File: src/rtl/cdb_arbiter_pkg.sv
// Shared definitions for the common data bus arbiter.
//   producer_e     : result producer index (ALU, branch, load/store, mul/div)
//   CDB_COUNT      : default number of common data bus slots per cycle
//   NUM_PRODUCERS  : default number of result producers
package pkg_defines;

  typedef enum logic [1:0] {
    ALU        = 2'd0,
    BRANCH     = 2'd1,
    LOAD_STORE = 2'd2,
    MUL_DIV    = 2'd3
  } producer_e;

  localparam int unsigned CDB_COUNT     = 2;
  localparam int unsigned NUM_PRODUCERS = 4;

endpackage

File: src/rtl/cdb_arbiter_rr_select.sv
// Wrap-around priority search: returns the first set bit of i_mask at or
// after i_start, wrapping from N-1 back to 0.
//   i_start : highest-priority index
//   i_mask  : candidate bit vector
//   o_valid : at least one candidate found
//   o_index : winning index (0 when o_valid is low)
module rr_select
  import pkg_defines::*;
#(
  parameter int unsigned N = NUM_PRODUCERS,
  parameter int unsigned W = (N > 1) ? $clog2(N) : 1
) (
  input  logic [W-1:0] i_start,
  input  logic [N-1:0] i_mask,
  output logic         o_valid,
  output logic [W-1:0] o_index
);

  logic [W-1:0] w_idx;

  always_comb begin
    o_valid = 1'b0;
    o_index = '0;
    w_idx   = '0;
    for (int unsigned off = 0; off < N; off++) begin
      w_idx = W'((32'(i_start) + off) % N);
      if (!o_valid && i_mask[w_idx]) begin
        o_valid = 1'b1;
        o_index = w_idx;
      end
    end
  end

endmodule

File: src/rtl/cdb_arbiter.sv
// Common data bus arbiter: grants up to NUM_BUS result producers per cycle
// using rotating priority, with registered one-cycle grant pulses.
//   i_clock     : clock, all state on rising edge
//   i_reset     : synchronous active-high reset (wins over i_flush)
//   i_flush     : pipeline flush; clears grants/ages, keeps rotation pointer
//   i_request   : per-producer result-ready level
//   o_grant     : per-producer grant pulse
//   o_grant_bus : bus index per granted producer (0 when not granted)
//   o_bus_busy  : per-bus slot occupancy
// Build option: define CDB_ARBITER_AGING_EN to add per-producer age counters;
// producers waiting AGE_LIMIT cycles are served first, lowest index first.
module cdb_arbiter
  import pkg_defines::*;
#(
  parameter int unsigned NUM_REQ   = 4,
  parameter int unsigned NUM_BUS   = CDB_COUNT,
  parameter int unsigned AGE_LIMIT = 8
) (
  input  logic                                i_clock,
  input  logic                                i_reset,
  input  logic                                i_flush,
  input  logic [NUM_REQ-1:0]                  i_request,
  output logic [NUM_REQ-1:0]                  o_grant,
  output logic [NUM_REQ*$clog2(NUM_BUS)-1:0]  o_grant_bus,
  output logic [NUM_BUS-1:0]                  o_bus_busy
);

  localparam int unsigned PTR_W  = (NUM_REQ > 1) ? $clog2(NUM_REQ) : 1;
  localparam int unsigned BUS_W  = $clog2(NUM_BUS);
  localparam int unsigned GBUS_W = NUM_REQ * BUS_W;

  if (NUM_BUS < 2 || AGE_LIMIT < 1) begin : g_param_check
    $error("cdb_arbiter: NUM_BUS must be >= 2 and AGE_LIMIT >= 1");
  end

  logic [NUM_REQ-1:0] r_grant;
  logic [NUM_BUS-1:0] r_bus_busy;
  logic [GBUS_W-1:0]  r_grant_bus;
  logic [PTR_W-1:0]   r_rr_ptr;

  logic [NUM_REQ-1:0] w_eligible;
  logic [NUM_BUS-1:0] w_valid;
  logic [PTR_W-1:0]   w_index [NUM_BUS];
  // Per-bus accumulation chains: producers already taken, bus-index fields,
  // and the pointer following the most recent winner.
  logic [NUM_REQ-1:0] w_taken [NUM_BUS+1];
  logic [GBUS_W-1:0]  w_gbus  [NUM_BUS+1];
  logic [PTR_W-1:0]   w_ptr   [NUM_BUS+1];

  // A producer granted last cycle is still dropping its request.
  assign w_eligible = i_request & ~r_grant;

  assign w_taken[0] = '0;
  assign w_gbus[0]  = '0;
  assign w_ptr[0]   = r_rr_ptr;

`ifdef CDB_ARBITER_AGING_EN
  localparam int unsigned AGE_W = $clog2(AGE_LIMIT + 1);
  logic [NUM_REQ-1:0] w_aged;
`endif

  for (genvar b = 0; b < NUM_BUS; b++) begin : g_bus
    logic [NUM_REQ-1:0] w_mask;
    logic [PTR_W-1:0]   w_start;
`ifdef CDB_ARBITER_AGING_EN
    // Aged producers are drained first in ascending order (search from 0);
    // only when none remain does this slot fall back to rotating priority.
    logic [NUM_REQ-1:0] w_aged_left;
    assign w_aged_left = w_aged & w_eligible & ~w_taken[b];
    assign w_start     = (|w_aged_left) ? '0 : r_rr_ptr;
    assign w_mask      = (|w_aged_left) ? w_aged_left : (w_eligible & ~w_taken[b]);
`else
    assign w_start = r_rr_ptr;
    assign w_mask  = w_eligible & ~w_taken[b];
`endif

    rr_select #(
      .N (NUM_REQ),
      .W (PTR_W)
    ) u_rr_select (
      .i_start (w_start),
      .i_mask  (w_mask),
      .o_valid (w_valid[b]),
      .o_index (w_index[b])
    );

    assign w_taken[b+1] = w_taken[b] |
                          (w_valid[b] ? (NUM_REQ'(1) << w_index[b]) : '0);
    assign w_gbus[b+1]  = w_gbus[b] |
                          (w_valid[b] ? (GBUS_W'(b) << (w_index[b] * BUS_W)) : '0);
    assign w_ptr[b+1]   = !w_valid[b] ? w_ptr[b] :
                          (w_index[b] == PTR_W'(NUM_REQ - 1)) ? '0 :
                          w_index[b] + 1'b1;
  end

`ifdef CDB_ARBITER_AGING_EN
  for (genvar p = 0; p < NUM_REQ; p++) begin : g_age
    logic [AGE_W-1:0] r_age;
    assign w_aged[p] = (r_age == AGE_W'(AGE_LIMIT));
    always_ff @(posedge i_clock) begin
      if (i_reset || i_flush) begin
        r_age <= '0;
      end else if (w_taken[NUM_BUS][p]) begin
        r_age <= '0;
      end else if (w_eligible[p] && !w_aged[p]) begin
        r_age <= r_age + 1'b1;
      end
    end
  end
`endif

  always_ff @(posedge i_clock) begin
    if (i_reset) begin
      r_grant     <= '0;
      r_bus_busy  <= '0;
      r_grant_bus <= '0;
      r_rr_ptr    <= '0;
    end else if (i_flush) begin
      r_grant     <= '0;
      r_bus_busy  <= '0;
      r_grant_bus <= '0;
    end else begin
      r_grant     <= w_taken[NUM_BUS];
      // Slots fill in ascending order, so a slot is busy iff its search hit.
      r_bus_busy  <= w_valid;
      r_grant_bus <= w_gbus[NUM_BUS];
      r_rr_ptr    <= w_ptr[NUM_BUS];
    end
  end

  assign o_grant     = r_grant;
  assign o_bus_busy  = r_bus_busy;
  assign o_grant_bus = r_grant_bus;

endmodule

File: config.mk
export PLATFORM = sky130hd
export DESIGN_NAME = cdb_arbiter
export DESIGN_NICKNAME = d
export VERILOG_FILES = /design/src/rtl/cdb_arbiter_pkg.sv /design/src/rtl/cdb_arbiter_rr_select.sv /design/src/rtl/cdb_arbiter.sv
export SDC_FILE = /design/constraint.sdc
export NUM_CORES = 1
export LEC_CHECK = 0
export BUFFER_PORTS_ARGS = -buffer_cell sky130_fd_sc_hd__buf_2
export CAP_MARGIN = 20
export CORE_UTILIZATION = 31
export DETAILED_ROUTE_END_ITERATION = 8
export PLACE_DENSITY = 0.51
export SLEW_MARGIN = 40
export SYNTH_ARGS = -nofsm -noshare
export SYNTH_HDL_FRONTEND = slang
export SYNTH_HIERARCHICAL = 1
export SYNTH_SLANG_ARGS = --single-unit
File: constraint.sdc
create_clock -name i_clock -period 3.5 [get_ports i_clock]
set_input_delay 0.7 -clock i_clock [delete_from_list [all_inputs] [get_ports i_clock]]
set_output_delay 0.7 -clock i_clock [all_outputs]
set_load 0.1 [all_outputs]
==> out/qor.csv <==
metric,value,unit
fin area,0.00104,mm2
WL final,1.73,mm
filler instances,233,
quantity of gates resized following cts,0,
post-cts hold buffer count,0,
Crit. End Element,register,
Final GP Congestion,0.842,
Yosys Warn Count,6,
post-placement cell count,153,
post-layout min period,3.23,ns
NumNets Final,145,
largest net degree at the start of global routing,11,
Synth-to-Final Area Change,41.3,%
Die ar.,0.00258,mm2
vias in the first global route,689,
initial antenna violation count,0,
io pins,17,
DRC,0,
Setup crit start kind,input port,
Mapped Nets,105,
CTS H-tree depth,1,
Fin Clk Skew,0.0100,ns
Inserted Clock Buffers,3,
wire per inst,11.0,um
Max clock buf depth,2,
PD cells,667,mW/mm2
post-synthesis cell count,90,
Slew HR,67.8,%
worst hold path class,register to register,
leak pwr,0.541,nW
RSZ-0062 raised after global routing,false,
crit share post-route,92.4,%
Synth area leaders,"dfxtp_1 (32%), ha_1 (14%), a21oi_1 (6.8%), inv_1 (6.1%), nor3_1 (4.1%)",
Worst-Margin Slew,0.486,ns
GRT Total Usage,15.2,%
status,"complete, no violations",
Cell variety after synth,23,
first-pass GRT wire length,2.89,mm
Routed Antenna Nets,0,
# port buffers,16,
peak supply drop,0.403,mV
initial core utilization,33.1,%
Setup Viol. Count Final,0,
dpl ws,-0.160,ns
MaxCap Viol Count,0,
flop and latch count out of synthesis,12,
layout cells sized above 1,37.2,%
Clock transition at path regs,0.08,ns
leading area contributor after synthesis,dfxtp_1,
Via Count,735,
Synth Cell Area,739,um2
Final WS setup,0.267,ns
Design Power,0.697,mW
Vias/cell,4.68,
die height,50.8,um
Post CTS Setup Buffer Count,0,
Die Width,50.8,um
HPWL Detailed,1.36,mm
syn_area_per_cell,8.22,um2
"Clk Latency, worst-skew pair",0.28,ns
Reg area,243,um2
register area share after synthesis,32.5,%
final hold vios,0,
first-pass detailed-route iteration total,4,
final std cells w/o fill,157,
CTS tree,yes,
Slew Limit Fails,0,
clk sink count,12,
# rows,17,
WP data arrival,3.41,ns
Iter 0 DRT Violations,11,
antenna cells,0,
Placeable Area,0.00223,mm2
Root Buffer,clkbuf_4,
global route overflow,0,
dpl cell area,0.00100,mm2
Crit Path Class,input port to register,
multi-input logic area,440,um2
fmax,309,MHz
post-synth top area share,32.5,%
Critical Path RT,3.68,ns
worst-path fanout max,4,
worst max-delay path: stages:
cell and delay, ns:
buf_2 0.07, nor2b_1 0.24, inv_1 0.09, a221o_1 0.35, a21oi_1 0.25, inv_1 0.10
ha_1 0.22, a21boi_0 0.16, buf_4 0.15, inv_1 0.05, o221ai_1 0.19, a21oi_2 0.11
inv_1 0.10, ha_1 0.23, or2b_1 0.21, a21oi_1 0.12, nor3_1 0.06
layout make-up:
cell class | instances | area share (%)
clock buffers | 4 | 3.47
inverters | 14 | 5.03
multi-input cells | 62 | 42.2
flip-flops and latches | 12 | 23.2
well taps | 28 | 3.35
repair buffers | 37 | 22.8
worst paths after layout:
path / from / to / slack (ns) / cells past startpoint
min reg2reg: g_bus[0].w_start[1]$_SDFFE_PP0P_ / g_bus[0].w_start[1]$_SDFFE_PP0P_ / 0.63 / 2
min: g_bus[0].w_start[1]$_SDFFE_PP0P_ / g_bus[0].w_start[1]$_SDFFE_PP0P_ / 0.63 / 2
max: i_request[1] / g_bus[0].w_start[1]$_SDFFE_PP0P_ / 0.27 / 17
max reg2reg: o_grant[1]$_SDFF_PP0_ / g_bus[0].w_start[1]$_SDFFE_PP0P_ / 0.45 / 16
power by group:
part	internal, mW	switching [mW]
sequential	0.156	0.0169
clock	0.0633	0.0480
combinational	0.167	0.245
total	0.387	0.310
state kept, by name, indices dropped and copies added (netlist names):
signal         flops
g_bus.w_start      2
o_bus_busy         2
o_grant            4
o_grant_bus        4
cell families (layout without fill, tap and decap cells):
kind of cell / count (synthesis) / in the layout / synth area share (%)
AND/OR/NAND/NOR: 28 / 28 / 20.8
adder cells (fa/ha/maj): 8 / 8 / 13.5
flip-flops: 12 / 12 / 32.5
AO/OA/AOI/OAI: 26 / 26 / 24.4
buffers and inverters: 16 / 55 / 8.80
synthesized netlist by cell type:
cell type / count
ha_1: 8
a221o_1: 2
o21ba_1: 1
a21oi_1: 10
or2b_1: 1
buf_4: 1
a211oi_2: 1
dfxtp_1: 12
nand2b_1: 2
buf_2: 1
inv_2: 2
and2_1: 2
nor2_1: 6
nor3_1: 6
o21ai_0: 2
nor2b_1: 4
nand3_1: 2
and3_1: 4
a22oi_1: 4
a21boi_0: 4
or3b_1: 1
inv_1: 12
o221ai_1: 2
per-stage QoR:
| stage | setup TNS [ns] | utilization (%) | hold WS [ns] |
|---|---|---|---|
| 2_1_floorplan | 0 | - | 0.548 |
| 5_1_grt | 0 | 46.8 | 0.654 |
| 3_5_place_dp | -0.217 | 44.9 | 0.615 |
| 6_report | 0 | 46.8 | 0.629 |
| 3_3_place_gp | -0.103 | 44.9 | 0.604 |
| 4_1_cts | 0 | 46.5 | 0.625 |
layer usage:
layer / wire length [um] / global-route usage [%]
met1: 845 / 18.1
met2: 773 / 25.8
met3: 96 / 5.36
met4: 11 / 4.17
met5: 0 / 0
placed cells by master (no fill, tap or decap), drive strengths merged:
cell,count
buf,37
inv,14
dfxtp,12
a21oi,10
ha,8
nor2,6
nor3,6
and3,4
a22oi,4
nor2b,4
clkbuf,4
a21boi,4
and2,2
o221ai,2
a221o,2
o21ai,2
nand2b,2
nand3,2
or2b,1
or3b,1
o21ba,1
a211oi,1
Note: power is estimated with default switching activity, not from simulation.
